## src/rtl/ulpi_pkg.sv

```systemverilog
// ulpi_pkg: shared definitions for the ULPI register sequencer.
//   state_t   - sequencer state encoding
//   ADDR_*    - commonly used ULPI register addresses
package ulpi_pkg;

  typedef enum logic [2:0] {
    ST_IDLE    = 3'd0,
    ST_ISSUE   = 3'd1,
    ST_WAIT    = 3'd2,
    ST_BACKOFF = 3'd3,
    ST_RESP    = 3'd4
  } state_t;

  localparam logic [5:0] ADDR_FUNC_CTRL = 6'h04;
  localparam logic [5:0] ADDR_OTG_CTRL  = 6'h0A;
  localparam logic [5:0] ADDR_SCRATCH   = 6'h16;

endpackage

```

## src/rtl/ulpi_reg_seq.sv

```systemverilog
// ulpi_reg_seq: one-at-a-time register access sequencer in front of the ULPI
// wrapper register port. Issues a one-cycle REG_EN strobe, waits for
// REG_DONE / REG_FAIL with a timeout, retries with a backoff gap, and returns
// exactly one response per accepted request.
//
// Ports
//   CLK_60M, RST_A_USB        clock / async active-high reset
//   ULPI_READY                link-up; low aborts an in-flight request
//   REQ_VALID/READY/RW/ADDR/DATA   request handshake
//   RSP_VALID/READY/OK/ABORT/DATA/TRIES  response handshake
//   REG_EN/RW/ADDR/DATA_I     access strobe and registered request fields
//   REG_DATA_O/DONE/FAIL      wrapper read data and completion status
//   BUSY                      sequencer not idle
module ulpi_reg_seq #(
  parameter int MAX_RETRY   = 3,
  parameter int TIMEOUT_CYC = 255,
  parameter int BACKOFF_CYC = 4
) (
  input  logic       CLK_60M,
  input  logic       RST_A_USB,
  input  logic       ULPI_READY,
  input  logic       REQ_VALID,
  output logic       REQ_READY,
  input  logic       REQ_RW,
  input  logic [5:0] REQ_ADDR,
  input  logic [7:0] REQ_DATA,
  output logic       RSP_VALID,
  input  logic       RSP_READY,
  output logic       RSP_OK,
  output logic       RSP_ABORT,
  output logic [7:0] RSP_DATA,
  output logic [2:0] RSP_TRIES,
  output logic       REG_EN,
  output logic       REG_RW,
  output logic [5:0] REG_ADDR,
  output logic [7:0] REG_DATA_I,
  input  logic [7:0] REG_DATA_O,
  input  logic       REG_DONE,
  input  logic       REG_FAIL,
  output logic       BUSY
);
  import ulpi_pkg::*;

  localparam logic [2:0]  MAX_TRY = 3'(MAX_RETRY);
  localparam logic [15:0] TO_LAST = 16'(TIMEOUT_CYC - 1);
  localparam logic [7:0]  BO_LAST = 8'(BACKOFF_CYC - 1);

  state_t      state;
  logic [2:0]  try_cnt;
  logic [15:0] to_cnt;
  logic [7:0]  bo_cnt;

  // Held low during reset so every output reads 0 while RST_A_USB is high.
  assign REQ_READY = (state == ST_IDLE) && ULPI_READY && !RST_A_USB;
  assign BUSY      = (state != ST_IDLE);

  always_ff @(posedge CLK_60M or posedge RST_A_USB) begin
    if (RST_A_USB) begin
      state      <= ST_IDLE;
      try_cnt    <= '0;
      to_cnt     <= '0;
      bo_cnt     <= '0;
      REG_EN     <= 1'b0;
      REG_RW     <= 1'b0;
      REG_ADDR   <= '0;
      REG_DATA_I <= '0;
      RSP_VALID  <= 1'b0;
      RSP_OK     <= 1'b0;
      RSP_ABORT  <= 1'b0;
      RSP_DATA   <= '0;
      RSP_TRIES  <= '0;
    end else begin
      // REG_EN is registered: it is raised on the edge entering ISSUE so the
      // strobe covers exactly the ISSUE cycle.
      REG_EN <= 1'b0;
      case (state)
        ST_IDLE: begin
          if (REQ_VALID && REQ_READY) begin
            REG_RW     <= REQ_RW;
            REG_ADDR   <= REQ_ADDR;
            REG_DATA_I <= REQ_DATA;
            try_cnt    <= '0;
            REG_EN     <= 1'b1;
            state      <= ST_ISSUE;
          end
        end

        ST_ISSUE: begin
          if (!ULPI_READY) begin
            RSP_VALID <= 1'b1;
            RSP_OK    <= 1'b0;
            RSP_ABORT <= 1'b1;
            RSP_DATA  <= '0;
            RSP_TRIES <= try_cnt;
            state     <= ST_RESP;
          end else begin
            to_cnt <= '0;
            state  <= ST_WAIT;
          end
        end

        ST_WAIT: begin
          if (!ULPI_READY) begin
            RSP_VALID <= 1'b1;
            RSP_OK    <= 1'b0;
            RSP_ABORT <= 1'b1;
            RSP_DATA  <= '0;
            RSP_TRIES <= try_cnt;
            state     <= ST_RESP;
          end else if (REG_DONE) begin
            RSP_VALID <= 1'b1;
            RSP_OK    <= 1'b1;
            RSP_ABORT <= 1'b0;
            RSP_DATA  <= REG_RW ? REG_DATA_I : REG_DATA_O;
            RSP_TRIES <= try_cnt;
            state     <= ST_RESP;
          end else if (REG_FAIL || (to_cnt == TO_LAST)) begin
            if (try_cnt < MAX_TRY) begin
              try_cnt <= try_cnt + 3'd1;
              if (BACKOFF_CYC == 0) begin
                // No gap requested: reissue on the very next cycle.
                REG_EN <= 1'b1;
                state  <= ST_ISSUE;
              end else begin
                bo_cnt <= '0;
                state  <= ST_BACKOFF;
              end
            end else begin
              RSP_VALID <= 1'b1;
              RSP_OK    <= 1'b0;
              RSP_ABORT <= 1'b0;
              RSP_DATA  <= '0;
              RSP_TRIES <= try_cnt;
              state     <= ST_RESP;
            end
          end else if (to_cnt != 16'hFFFF) begin
            to_cnt <= to_cnt + 16'd1;
          end
        end

        ST_BACKOFF: begin
          if (!ULPI_READY) begin
            // Aborting here also keeps the pending reissue strobe from firing.
            RSP_VALID <= 1'b1;
            RSP_OK    <= 1'b0;
            RSP_ABORT <= 1'b1;
            RSP_DATA  <= '0;
            RSP_TRIES <= try_cnt;
            state     <= ST_RESP;
          end else if (bo_cnt == BO_LAST) begin
            REG_EN <= 1'b1;
            state  <= ST_ISSUE;
          end else if (bo_cnt != 8'hFF) begin
            bo_cnt <= bo_cnt + 8'd1;
          end
        end

        ST_RESP: begin
          if (RSP_READY) begin
            RSP_VALID <= 1'b0;
            state     <= ST_IDLE;
          end
        end

        default: state <= ST_IDLE;
      endcase
    end
  end

endmodule

```

## config.mk

```make
export PLATFORM = sky130hd
export DESIGN_NAME = ulpi_reg_seq
export DESIGN_NICKNAME = d
export VERILOG_FILES = /design/src/rtl/ulpi_pkg.sv /design/src/rtl/ulpi_reg_seq.sv
export SDC_FILE = /design/constraint.sdc
export NUM_CORES = 1
export LEC_CHECK = 0
export CORE_ASPECT_RATIO = 0.7
export CORE_MARGIN = 1.5
export CORE_UTILIZATION = 45
export CTS_CLUSTER_DIAMETER = 100
export CTS_CLUSTER_SIZE = 8
export DETAILED_ROUTE_END_ITERATION = 6
export PLACE_DENSITY_LB_ADDON = 0.08
export SLEW_MARGIN = 20
export SYNTH_ARGS = -nofsm -noshare
export SYNTH_HDL_FRONTEND = slang
export SYNTH_SLANG_ARGS = --single-unit
```

## constraint.sdc

```tcl
create_clock -name CLK_60M -period 2.5 [get_ports CLK_60M]
set_input_delay 0.375 -clock CLK_60M [delete_from_list [all_inputs] [get_ports CLK_60M]]
set_output_delay 0.375 -clock CLK_60M [all_outputs]
set_load 0.01 [all_outputs]
```

==> impl_summary.txt <==
----------------------------------------------------
[Place]
  Pre-CTS setup slack ... 48.16 ps
  Number of instances in the placed design ... 455
  RD Place Congestion ... 0.8869
  Placed Instance Area ... 3821 um2
  Input/output buffers ... 61
  Half-perimeter wire length after placement ... 5.600 mm

[Worst setup path]
  Cell with the largest stage delay on the worst path ... sky130_fd_sc_hd__clkdlybuf4s50_1
  Launching point of the worst reg2reg path ... state[1]$_DFFE_PP0P_
  Maximum fanout count along the critical path ... 4
  Family with the most delay on the worst path ... buffers and inverters
  Crit path cell chain ... clkdlybuf4s50_1 -> nand2b_1 -> nor4_1 -> clkdlybuf4s50_1
  Worst setup path class ... primary input to output port
  WP depth ... 4
  Slowest cell delay on critical path ... 620 ps
  Endpoint class of the critical path ... output port
  Capturing element of the worst setup path ... REQ_READY
  Data required time at the worst endpoint ... 2120 ps
  Library cell appearing most often on the critical path ... sky130_fd_sc_hd__clkdlybuf4s50_1
  CP bufs+invs ... 2
  Critical Path Source ... ULPI_READY
  Register-to-register setup slack ... 290 ps
  Arrival time worst endpoint ... 2000 ps
  Critical Path Source Type ... primary input
  Number of cells traversed by the worst register-to-register path ... 7
  Capture instance of the worst register-to-register path ... to_cnt[15]$_DFFE_PP0P_

[Timing]
  Final count of hold timing violations ... 0
  Maximum operating frequency ... 420.9 MHz
  Worst Setup Slack, final ... 124.2 ps
  Slew headroom ... 0.4959
  Worst Clk Skew ... 9.940 ps
  Final Max Slew Viols ... 0
  Unrepaired setup endpoints after global routing ... false
  Final Cycle Share ... 0.9503
  Setup violators final ... 0
  Shortest clock period the worst path allows after layout ... 2376 ps
  Accumulated negative setup slack ... 0 ps
  Pin slew with the least headroom to its limit ... 750.4 ps

[CTS]
  Cts repair resizes ... 0
  Clock Sinks ... 60
  Cts hold-fix bufs ... 0
  TritonCTS clock tree ... yes
  CTS H-tree lvls ... 3
  Buffers inserted during post-CTS setup optimization ... 0
  Clock network latency to the later pin of the worst-skew pair ... 340 ps
  Maximum buffer depth of the clock tree ... 2
  Clock root cell ... sky130_fd_sc_hd__clkbuf_8
  Clock input transition at the sequential cells of the worst setup and hold paths ... 70 ps
  CTS buffer count ... 9

[Synthesis]
  Biggest area consumer among synthesized cells ... sky130_fd_sc_hd__dfrtp_1
  Post-synthesis instance area ... 3045 um2
  Number of flops mapped to enable cells by yosys ... 0
  Synth unique cells ... 49
  Number of warning messages in the yosys log ... 0
  Share of the synthesized area in the top cell type ... 0.4930
  Leading post-synthesis cells by cell area ... sky130_fd_sc_hd__dfrtp_1, sky130_fd_sc_hd__mux2_2, sky130_fd_sc_hd__o21ai_0
  Synthesis-stage register bit count ... 60
  Number of nets in the synthesized netlist ... 334
  Number of cells produced by synthesis ... 300
  FFs w/ async S/R, synth ... 1.000
  Mean post-synth cell area ... 10.15 um2
  Commonest cells post-synth ... sky130_fd_sc_hd__dfrtp_1, sky130_fd_sc_hd__o21ai_0, sky130_fd_sc_hd__nor2_1
  Primary FF master, synth ... sky130_fd_sc_hd__dfrtp_1
  Top-count cell post-synth ... sky130_fd_sc_hd__dfrtp_1
  Proportion of synthesized chip area in sequential cells ... 0.4930

[Die]
  Std-Cell Rows ... 24
  Top-Level Pins ... 62
  Core box area ... 6396 um2
  Die Outline Area ... 7278 um2
  Effective utilization at floorplan ... 0.4761
  Horiz. Die Dim ... 101.3 um
  Die Span Y ... 71.83 um

[Power]
  Largest voltage drop on the vdd net ... 0.4203 mV
  Power Dens Cells ... 918.4 nW/um2
  Final Total Pwr ... 3.709 mW
  Static leakage ... 1.713 nW

[Route]
  Number of antenna-violating nets in the routed design ... 0
  Per-cell via count in the routed design ... 5.550
  Number of iterations in the first detailed-routing pass ... 4
  Overall via count from detail_route ... 2614
  DRC ... 0
  Final routed wire length divided by cell count ... 16.18 um
  Total length of routed wires ... 7.623 mm
  Number of DRC markers after the initial detailed-route iteration ... 205

[Min path]
  Class of the tightest hold or removal check ... primary input to asynchronous set/reset pin

[Global routing]
  Maximum number of pins on one net before global-route repair ... 48
  Initial antenna violation count ... 0
  Global-route wire length before repair ... 12.78 mm
  Global-route usage over all layers ... 0.2319
  Total congestion overflow ... 0
  Number of global-route vias before repair ... 2555

[Layout]
  Fraction of final layout cells sized beyond drive strength 1 ... 0.1605
  Combined flip-flop and latch cell area ... 1501 um2
  Synth-to-layout area growth ... 32.62%
  Layout net count ... 409
  Non-filler cells in the finished layout ... 471
  Antenna cells ... 0
  Number of filler cells placed in the layout ... 572
  Multi-input logic area ... 1455 um2
  Final Cell Area ... 4039 um2

[Run]
  Maximum Capacitance Violations ... 0

[Outcome]
  Run status ... finished, final reports clean

----------------------------------------------------
==> sequential cells by signal, indices dropped and copies added, names as in the netlist <==
| signal | cells |
|---|---|
| bo_cnt | 8 |
| state | 3 |
| RSP_OK | 1 |
| RSP_VALID | 1 |
| to_cnt | 16 |
| REG_RW | 1 |
| RSP_ABORT | 1 |
| RSP_TRIES | 3 |
| REG_ADDR | 6 |
| REG_DATA_I | 8 |
| try_cnt | 3 |
| RSP_DATA | 8 |
| REG_EN | 1 |
==> layout by cell type (no fill, tap or decap), types with 4 or more instances in the layout <==
cell type	Yosys	final
sky130_fd_sc_hd__dfrtp_1	60	60
sky130_fd_sc_hd__mux2_4	6	6
sky130_fd_sc_hd__nand3_1	18	18
sky130_fd_sc_hd__nor2_1	30	30
sky130_fd_sc_hd__clkbuf_8	0	10
sky130_fd_sc_hd__nand4_1	4	4
sky130_fd_sc_hd__nor4_1	4	4
sky130_fd_sc_hd__ha_1	4	4
sky130_fd_sc_hd__nand2_1	26	26
sky130_fd_sc_hd__and3_1	5	5
sky130_fd_sc_hd__nor3_1	4	4
sky130_fd_sc_hd__buf_4	1	14
sky130_fd_sc_hd__a31oi_1	7	7
sky130_fd_sc_hd__nand2b_1	4	4
sky130_fd_sc_hd__o21ai_0	35	35
sky130_fd_sc_hd__mux2i_1	8	8
sky130_fd_sc_hd__clkdlybuf4s50_1	0	61
sky130_fd_sc_hd__o31ai_1	12	12
sky130_fd_sc_hd__mux2_2	17	17
sky130_fd_sc_hd__a21oi_1	7	7
==> where the power goes <==
part,switching [mW],total [mW],internal (mW)
Combinational,0.567,1.32,0.757
Clock,0.371,0.959,0.587
Sequential,0.220,1.43,1.21
Total,1.16,3.71,2.55
==> worst min path at each step <==
stage,startpoint,end,slack (ps),depth (start not counted)
global placement,RSP_DATA[7]$_DFFE_PP0P_,RSP_DATA[7]$_DFFE_PP0P_,460,2
finish,RST_A_USB,to_cnt[1]$_DFFE_PP0P_,390,2
detailed placement,RSP_DATA[7]$_DFFE_PP0P_,RSP_DATA[7]$_DFFE_PP0P_,470,2
global route,RST_A_USB,to_cnt[1]$_DFFE_PP0P_,410,2
CTS,RST_A_USB,to_cnt[1]$_DFFE_PP0P_,370,2
floorplan,to_cnt[4]$_DFFE_PP0P_,to_cnt[4]$_DFFE_PP0P_,460,1
==> worst reg2reg max path, cell delays in order (launching register included) <==
cell,delay [ps]
sky130_fd_sc_hd__dfrtp_1,500
sky130_fd_sc_hd__or3b_1,530
sky130_fd_sc_hd__nor3_4,220
sky130_fd_sc_hd__a21boi_4,280
sky130_fd_sc_hd__a21oi_2,90
sky130_fd_sc_hd__buf_4,170
sky130_fd_sc_hd__o21ai_0,180
sky130_fd_sc_hd__o21ai_0,110
==> cell type report <==
class                      count  share of cell area
sequential                    60              0.3717
multi-input combinational    224              0.3603
timing repair buffer          76              0.1822
clock buffer                  12             0.03594
tap                           91             0.02819
clock inverter                 4             0.01797
inverter                       4            0.003717
==> metrics by stage <==
| stage | utilization | hold WS, ps |
|---|---|---|
| after floorplan | - | 460.5 |
| after global placement | 0.5974 | 459.4 |
| after detailed placement | 0.5974 | 465.4 |
| after CTS | 0.6315 | 368.9 |
| after global routing | 0.6315 | 406.0 |
| final | 0.6315 | 391.0 |
==> kinds of logic after synthesis <==
logic type	share of synthesized area
AND/OR/NAND/NOR	0.1730
multiplexers	0.1187
buffers and inverters	0.02917
flip-flops	0.4930
AO/OA/AOI/OAI	0.1697
adder cells (fa/ha/maj)	0.01643
==> per-layer routing <==
| metal | global-route usage | part of all wire | wire length (um) | vias to the layer above |
|---|---|---|---|---|
| met3 | 0.05854 | 0.069 | 528 | 12 |
| met5 | 0 | 0 | 0 | - |
| met4 | 0.06944 | 0.012 | 94 | 0 |
| met1 | 0.3455 | 0.50 | 3803 | 1243 |
| met2 | 0.3333 | 0.42 | 3197 | 95 |
| li1 | - | - | - | 1264 |
(Power assumes the default switching activity.)
